===== src/rtl/pipe_ctrl_pkg.sv =====
// rtl/pipe_ctrl_pkg.sv - shared types for the pipeline stall/flush controller
package pipe_ctrl_pkg;

    localparam int REG_IDX_W = 4;

    typedef enum logic {
        RUN      = 1'b0,
        MEM_WAIT = 1'b1
    } state_t;

    typedef struct packed {
        logic pc_freeze;
        logic if_id_freeze;
        logic if_id_flush;
        logic id_ex_freeze;
        logic id_ex_flush;
        logic ex_mem_freeze;
        logic mem_wb_flush;
    } ctrl_t;

    localparam ctrl_t CTRL_NONE  = '0;
    // Reset drains the pipeline: every register pair loads a bubble, nothing holds.
    localparam ctrl_t CTRL_RESET = '{pc_freeze: 1'b0, if_id_freeze: 1'b0, if_id_flush: 1'b1,
                                     id_ex_freeze: 1'b0, id_ex_flush: 1'b1,
                                     ex_mem_freeze: 1'b0, mem_wb_flush: 1'b1};

endpackage


===== src/rtl/hazard_detect.sv =====
// rtl/hazard_detect.sv - combinational RAW / load-use hazard detection for the ID stage
module hazard_detect
    import pipe_ctrl_pkg::*;
#(
    parameter int FORWARD_EN = 1
) (
    input  logic                 id_valid,
    input  logic [REG_IDX_W-1:0] id_src1,
    input  logic [REG_IDX_W-1:0] id_src2,
    input  logic                 id_uses_src1,
    input  logic                 id_uses_src2,
    input  logic [REG_IDX_W-1:0] ex_dest,
    input  logic                 ex_wb_en,
    input  logic                 ex_mem_read,
    input  logic [REG_IDX_W-1:0] mem_dest,
    input  logic                 mem_wb_en,
    output logic                 data_haz
);

    logic raw_ex;
    logic raw_mem;

    assign raw_ex  = id_valid & ex_wb_en &
                     ((id_uses_src1 & (id_src1 == ex_dest)) |
                      (id_uses_src2 & (id_src2 == ex_dest)));
    assign raw_mem = id_valid & mem_wb_en &
                     ((id_uses_src1 & (id_src1 == mem_dest)) |
                      (id_uses_src2 & (id_src2 == mem_dest)));

    // With forwarding only a load in EX cannot supply its result in time.
    generate
        if (FORWARD_EN != 0) begin : g_fwd
            assign data_haz = raw_ex & ex_mem_read;
        end else begin : g_nofwd
            assign data_haz = raw_ex | raw_mem;
        end
    endgenerate

endmodule


===== src/rtl/pipeline_hazard_ctrl.sv =====
// rtl/pipeline_hazard_ctrl.sv - stall/flush priority controller with memory-wait FSM and perf counters
module pipeline_hazard_ctrl
    import pipe_ctrl_pkg::*;
#(
    parameter int FORWARD_EN  = 1,
    parameter int MEM_TIMEOUT = 255,
    parameter int CNT_W       = 16
) (
    input  logic                 clk,
    input  logic                 rst,
    input  logic                 id_valid,
    input  logic [REG_IDX_W-1:0] id_src1,
    input  logic [REG_IDX_W-1:0] id_src2,
    input  logic                 id_uses_src1,
    input  logic                 id_uses_src2,
    input  logic [REG_IDX_W-1:0] ex_dest,
    input  logic                 ex_wb_en,
    input  logic                 ex_mem_read,
    input  logic [REG_IDX_W-1:0] mem_dest,
    input  logic                 mem_wb_en,
    input  logic                 branch_taken,
    input  logic                 mem_req,
    input  logic                 mem_ready,
    output logic                 pc_freeze,
    output logic                 if_id_freeze,
    output logic                 if_id_flush,
    output logic                 id_ex_freeze,
    output logic                 id_ex_flush,
    output logic                 ex_mem_freeze,
    output logic                 mem_wb_flush,
    output logic                 wait_state,
    output logic                 mem_timeout,
    output logic [CNT_W-1:0]     stall_cycles,
    output logic [CNT_W-1:0]     flush_events
);

    localparam int WAIT_W = $clog2(MEM_TIMEOUT + 1);

    state_t            state_q, state_d;
    logic [WAIT_W-1:0] wait_cnt;
    logic              data_haz;
    logic              mem_stall;
    logic              br_flush;
    ctrl_t             ctrl;
    ctrl_t             ctrl_out;

    hazard_detect #(.FORWARD_EN(FORWARD_EN)) u_hazard_detect (
        .id_valid     (id_valid),
        .id_src1      (id_src1),
        .id_src2      (id_src2),
        .id_uses_src1 (id_uses_src1),
        .id_uses_src2 (id_uses_src2),
        .ex_dest      (ex_dest),
        .ex_wb_en     (ex_wb_en),
        .ex_mem_read  (ex_mem_read),
        .mem_dest     (mem_dest),
        .mem_wb_en    (mem_wb_en),
        .data_haz     (data_haz)
    );

    assign mem_stall = mem_req & ~mem_ready;
    assign br_flush  = branch_taken & ~mem_stall;

    always_ff @(posedge clk or negedge rst) begin
        if (!rst) state_q <= RUN;
        else      state_q <= state_d;
    end

    // Priority mux; a branch arriving during a memory wait stays frozen in EX until the wait ends.
    always_comb begin
        state_d = state_q;
        ctrl    = CTRL_NONE;
        case (state_q)
            RUN:      if (mem_stall)  state_d = MEM_WAIT;
            MEM_WAIT: if (!mem_stall) state_d = RUN;
            default:  state_d = RUN;
        endcase
        if (mem_stall) begin
            ctrl.pc_freeze     = 1'b1;
            ctrl.if_id_freeze  = 1'b1;
            ctrl.id_ex_freeze  = 1'b1;
            ctrl.ex_mem_freeze = 1'b1;
            ctrl.mem_wb_flush  = 1'b1;
        end else if (branch_taken) begin
            ctrl.if_id_flush   = 1'b1;
            ctrl.id_ex_flush   = 1'b1;
        end else if (data_haz) begin
            ctrl.pc_freeze     = 1'b1;
            ctrl.if_id_freeze  = 1'b1;
            ctrl.id_ex_flush   = 1'b1;
        end
    end

    assign ctrl_out      = rst ? ctrl : CTRL_RESET;
    assign pc_freeze     = ctrl_out.pc_freeze;
    assign if_id_freeze  = ctrl_out.if_id_freeze;
    assign if_id_flush   = ctrl_out.if_id_flush;
    assign id_ex_freeze  = ctrl_out.id_ex_freeze;
    assign id_ex_flush   = ctrl_out.id_ex_flush;
    assign ex_mem_freeze = ctrl_out.ex_mem_freeze;
    assign mem_wb_flush  = ctrl_out.mem_wb_flush;
    assign wait_state    = (state_q == MEM_WAIT);

    always_ff @(posedge clk or negedge rst) begin
        if (!rst) begin
            wait_cnt     <= '0;
            mem_timeout  <= 1'b0;
            stall_cycles <= '0;
            flush_events <= '0;
        end else begin
            if (state_q == MEM_WAIT && state_d == MEM_WAIT) begin
                if (wait_cnt != WAIT_W'(MEM_TIMEOUT)) wait_cnt <= wait_cnt + WAIT_W'(1);
            end else begin
                wait_cnt <= '0;
            end
            if (wait_cnt == WAIT_W'(MEM_TIMEOUT)) mem_timeout <= 1'b1;
            if (ctrl.pc_freeze && stall_cycles != '1) stall_cycles <= stall_cycles + CNT_W'(1);
            if (br_flush && flush_events != '1)       flush_events <= flush_events + CNT_W'(1);
        end
    end

endmodule


===== config.mk =====
export PLATFORM = sky130hd
export DESIGN_NAME = pipeline_hazard_ctrl
export DESIGN_NICKNAME = d
export VERILOG_FILES = /design/src/rtl/pipe_ctrl_pkg.sv /design/src/rtl/hazard_detect.sv /design/src/rtl/pipeline_hazard_ctrl.sv
export SDC_FILE = /design/constraint.sdc
export NUM_CORES = 1
export LEC_CHECK = 0
export CAP_MARGIN = 20
export CORE_UTILIZATION = 42
export DETAILED_ROUTE_END_ITERATION = 8
export PLACE_DENSITY = 0.8
export SLEW_MARGIN = 10
export SYNTH_ARGS = -nofsm -noshare
export SYNTH_HDL_FRONTEND = slang
export SYNTH_SLANG_ARGS = --single-unit

===== constraint.sdc =====
create_clock -name clk -period 1.8 [get_ports clk]
set_input_delay 0.27 -clock clk [delete_from_list [all_inputs] [get_ports clk]]
set_output_delay 0.27 -clock clk [all_outputs]
set_load 0.02 [all_outputs]

# Word-level counts from Yosys, hierarchy flattened
# Index checks and enable logic that the tools add are counted.
# word_totals
register_bits	42
out_inout_bits	41
in_bits	27
elab_cells	41
# classes
n_addsub	3
bitwise	10
n_reduce_logical	3
muxes	13
eq_ne	7
# op_table
operator	n
$add 16x1->16 const B	2
$ne 16x16->1 const B	2
$mux 8	2
$add 8x1->8 const B	1
$eq 4x4->1	2
$eq 8x8->1 const B	1
$mux 2	4
$ne 8x8->1 const B	1
$and 1x1->1	7
$mux 7	1
$mux 1	6
$logic_and 1x1->1	3
$ne 2x1->1 const B	1
$not 1->1	2
$or 1x1->1	1

# Longest topological paths before layout
# logic_depth
depth_word	9
depth_mapped	6

# Cells and area by module
# A second synthesis with hierarchy kept.
# hier_totals
hier_cells	214
hier_area_um2	2223.4
# modules_own_cells
mod	instances	area_per_inst_um2	cells_each	seq_area_each_um2
pipeline_hazard_ctrl	1	2122.0	201	1051.0
hazard_detect	1	101.3	13	0.0

# Worst setup path before layout
# OpenSTA, ideal clock, no wires.
# synth_timing
path_kind	register to register
from	register stall_cycles[6]
to	register stall_cycles[1]
stages_incl_launch_ff	6
slack_ns	-0.071
arrival_time_ns	1.747
synth_period_minus_slack_ns	1.871
cell_sequence	dfrtp_1 nand4_1 or2_1 or3_4 o21ai_2 mux2_2
# synth_via
elab_chain_cells	2
# synth_lines
element	line_no	rtl
from (decl)	pipeline_hazard_ctrl.sv:33	output logic [CNT_W-1:0] stall_cycles,
from (signal assigned)	pipeline_hazard_ctrl.sv:117	if (ctrl.pc_freeze && stall_cycles != '1) stall_cycles <= stall_cycles + CNT_W'(1);
$ne 16x16->1	pipeline_hazard_ctrl.sv:117	
$logic_and 1x1->1	pipeline_hazard_ctrl.sv:117	
# Every way passes these cells.
# A chain may end at the register's enable or synchronous reset.

# Final worst setup path
# layout_timing
from	input mem_ready
to	register flush_events[14]
# layout_via
elab_chain_cells	5
# layout_lines
element	line_no	rtl
from (decl)	pipeline_hazard_ctrl.sv:23	input logic mem_ready,
$not 1->1	pipeline_hazard_ctrl.sv:61	assign mem_stall = mem_req & ~mem_ready;
$and 1x1->1	pipeline_hazard_ctrl.sv:61	
$not 1->1	pipeline_hazard_ctrl.sv:62	assign br_flush = branch_taken & ~mem_stall;
$and 1x1->1	pipeline_hazard_ctrl.sv:62	
$logic_and 1x1->1	pipeline_hazard_ctrl.sv:118	if (br_flush && flush_events != '1) flush_events <= flush_events + CNT_W'(1);
to (signal assigned)	pipeline_hazard_ctrl.sv:118	
to (decl)	pipeline_hazard_ctrl.sv:34	output logic [CNT_W-1:0] flush_events
# Every way passes these cells.

==> metrics.md <==
| Metric | Value |
|---|---|
| Status | `complete, no violations` |
| Die area | `0.00554 sq mm` |
| WP data required | `~2000 ps` |
| Final hold slack | `between 2 and 3 ps` |
| GR Util met3 | `under 10%` |
| Placed insts | `about 380` |
| Most common cell in the netlist | `dfrtp_1` |
| Synth unique cells | `34` |
| Worst reg2reg startpoint | `stall_cycles[9]$_DFFE_PN0P_` |
| Worst Setup SP | `mem_ready` |
| Commonest register cell after synthesis | `dfrtp_1` |
| Initial DRT Pass Iterations | `4` |
| First-pass GRT wire length | `~8.5 mm` |
| Cells after synthesis | `218` |
| FF+latch count, synth | `42` |
| Startpoint types | `input pin` |
| Clock sinks | `42` |
| Crit. End Element | `flop` |
| Design area | `approximately 0.0033 sq mm` |
| Post-synth top area share | `47.7%` |
| Worst reg2reg path depth | `5` |
| Max-slew violations | `0` |
| Net count, final | `349` |
| Reg clk slew, reported paths | `about 90 ps` |
| Initial Util | `between 40% and 50%` |
| I/O Buffers | `between 60 and 70` |
| CTS tree | `yes` |
| Seq/Total Area, Yosys | `a little under half` |
| Max FO, Critical Path | `4` |
| Htree depth | `2` |
| RePlAce Congestion | `0.908` |
| CTS Buf Count | `5` |
| I/O Pins | `68` |
| Clk buf depth | `2` |
| Row count | `26` |
| Met2 GRT Util | `between 30% and 40%` |
| Synth cell count leaders | `42 x dfrtp_1, 32 x xnor2_1, 20 x nand2_1` |
| Area growth, synth to finish | `48.4%` |
| Pin count of the biggest net entering global routing | `25` |
| Skew-Pair Late Insertion Delay | `300 ps` |
| P_int | `2.04 mW` |
| Synth top area cells | `dfrtp_1 48%, xnor2_1 13%, nand3_1 3.6%` |
| DRC violations left | `0` |
| Slew headroom | `about 78%` |
| Syn Area/Cell | `just over 10 sq um` |
| Die width | `~74 um` |
| Final WS setup | `58.1 ps` |
| Final std cells w/o fill | `between 300 and 400` |
| Part of the power in registers | `~40%` |
| Fin crit period | `about 1700 ps` |
| Static Leak | `1.41 nW` |
| Sw frac | `roughly a third` |
| Vias after detailed routing | `~2k` |
| Synthesized area | `roughly 0.0022 sq mm` |
| Post-Route WL | `about 5.4 mm` |
| # fillers | `between 400 and 500` |
| Final setup viols | `0` |
| Core area | `approximately 0.005 sq mm` |
| Max VDD drop | `0.723 mV` |
| Initial antenna violation count | `0` |
| Max Cap Viol | `0` |
| Worst Max-Slew Pin Slew | `about 330 ps` |
| Met1 usage | `25.6%` |
| Combinational share of power | `between 30% and 40%` |
| Via density | `between 5 and 6` |
| Clk root buf | `clkbuf_8` |
| Share of cells above drive strength 1 | `between 20 and 30%` |
| Vias in the first global route | `between 1.5k and 2k` |
| Sw Pwr | `between 0.9 and 1 mW` |
| Crit Path Category | `in -> reg` |
| Clk_skew | `~4.6 ps` |
| DP HPWL | `3.98 mm` |
| Overall routing resource usage | `20.5%` |
| Pre-CTS WS | `-716 ps` |
| Max Freq | `approximately 0.57 GHz` |
| EDFF count, synth | `0` |
| Most used routing layer | `met2` |
| Grt ovf | `0` |
| R2R setup slack | `around 58 ps` |
| Die Y-Extent | `74.5 um` |
| ANT nets after route | `0` |
| Synth Net Count | `about 250` |
| Period utilization | `a little over nine tenths` |
| Ys async rst share | `100%` |
| Min-delay worst type | `in -> async` |
| Critical R2R Capture | `stall_cycles[1]$_DFFE_PN0P_` |
| Placed Area | `0.00315 sq mm` |
| Total Power | `around 3 mW` |
| Post-synth top area cell | `dfrtp_1` |
| Power Dens Cells | `915 mW/mm^2` |
| Number of antenna diodes | `0` |
| Yosys warning count | `0` |
| WP data arrival | `1980 ps` |
| Wire per inst | `13.9 um` |
| Iter 0 DRT Violations | `141` |
| Clock power frac | `25.4%` |
| Final hold violation count | `0` |
[power groups by stage]
stage | Clock, mW | Combinational [mW] | Sequential [mW]
6_report | 0.760 | 1.03 | 1.20
5_1_grt | 0.803 | 1.11 | 1.22
4_1_cts | 0.770 | 1.03 | 1.20
3_5_place_dp | 0 | 1.03 | 1.22
3_3_place_gp | 0 | 1.00 | 1.21
2_1_floorplan | 0 | 0.264 | 1.42
[cells in the final DEF, fill, tap and decap left out, types with 3 or more instances in the layout]
cell type / count
clkdlybuf4s50_1: 40
buf_4: 38
dfrtp_1: 35
xnor2_1: 30
nand2_1: 20
nor2_1: 17
nand3_1: 15
nand4_1: 12
clkbuf_2: 10
and3_1: 8
o211ai_1: 7
dfrtp_2: 7
nor3_1: 6
mux2_2: 6
xor2_1: 5
clkbuf_8: 5
buf_2: 4
nand2b_1: 3
inv_1: 3
o21ai_0: 3
o2111ai_1: 3
ha_1: 3
[metrics by stage]
stage                     utilization, %  TNS (ps)
after CTS                           64.2         0
after floorplan                        -     -13.1
final                               64.5         0
after global routing                64.5     -6.76
after global placement              62.0     -6330
after detailed placement            62.0     -7420
[worst max-delay path: stages]
cell	delay (ps)
clkdlybuf4s50_1	440
nand2b_1	140
buf_4	150
nand3_2	110
or4_4	590
nor2_1	130
xor2_1	140
[layout make-up]
type / count / area [sq um] / share of cell area, %
flip-flops and latches: 42 / 1060 / 32.4
clock buffers: 5 / 68.8 / 2.10
repair buffers: 100 / 840 / 25.7
multi-input cells: 167 / 1160 / 35.4
clock inverters: 3 / 45.0 / 1.38
well taps: 70 / 87.6 / 2.68
inverters: 3 / 11.3 / 0.344
[worst max-delay path by stage]
stage	end	slack, ps
6_report	flush_events[14]$_DFFE_PN0P_	60
5_1_grt	pc_freeze	-3
4_1_cts	id_ex_freeze	6
3_5_place_dp	pc_freeze	-720
3_3_place_gp	pc_freeze	-710
2_1_floorplan	stall_cycles[1]$_DFFE_PN0P_	-10
[metal layers]
metal  share of wire [%]  routed length [um]  up-vias
met2                  49                2630       50
li1                    -                   -      983
met5                   0                   0        -
met3                 3.9                 209        8
met1                  46                2490      984
met4                 1.4                  77        0
[cells by family after synthesis]
group / after synthesis / synth area share [%]
AND/OR/NAND/NOR: 95 / 22.1
XOR/XNOR: 37 / 14.7
adder cells (fa/ha/maj): 3 / 1.70
flip-flops: 42 / 47.7
multiplexers: 7 / 3.52
AO/OA/AOI/OAI: 25 / 7.89
buffers and inverters: 9 / 2.38
[what timing repair did]
item | CTS | global route
endpoints found under the setup margin | 7 | 12
hold endpoints to repair | 2 | 0
buffers inserted | 0 | 2
gates resized for setup | 38 | 34
pin swaps | 12 | 15
hold buffers | 1 | 0
[registers in the layout (all words and copies together), names as in the netlist]
name,flops
wait_state,1
stall_cycles,16
mem_timeout,1
wait_cnt,8
flush_events,16
Power figures use the tool's default switching activity.
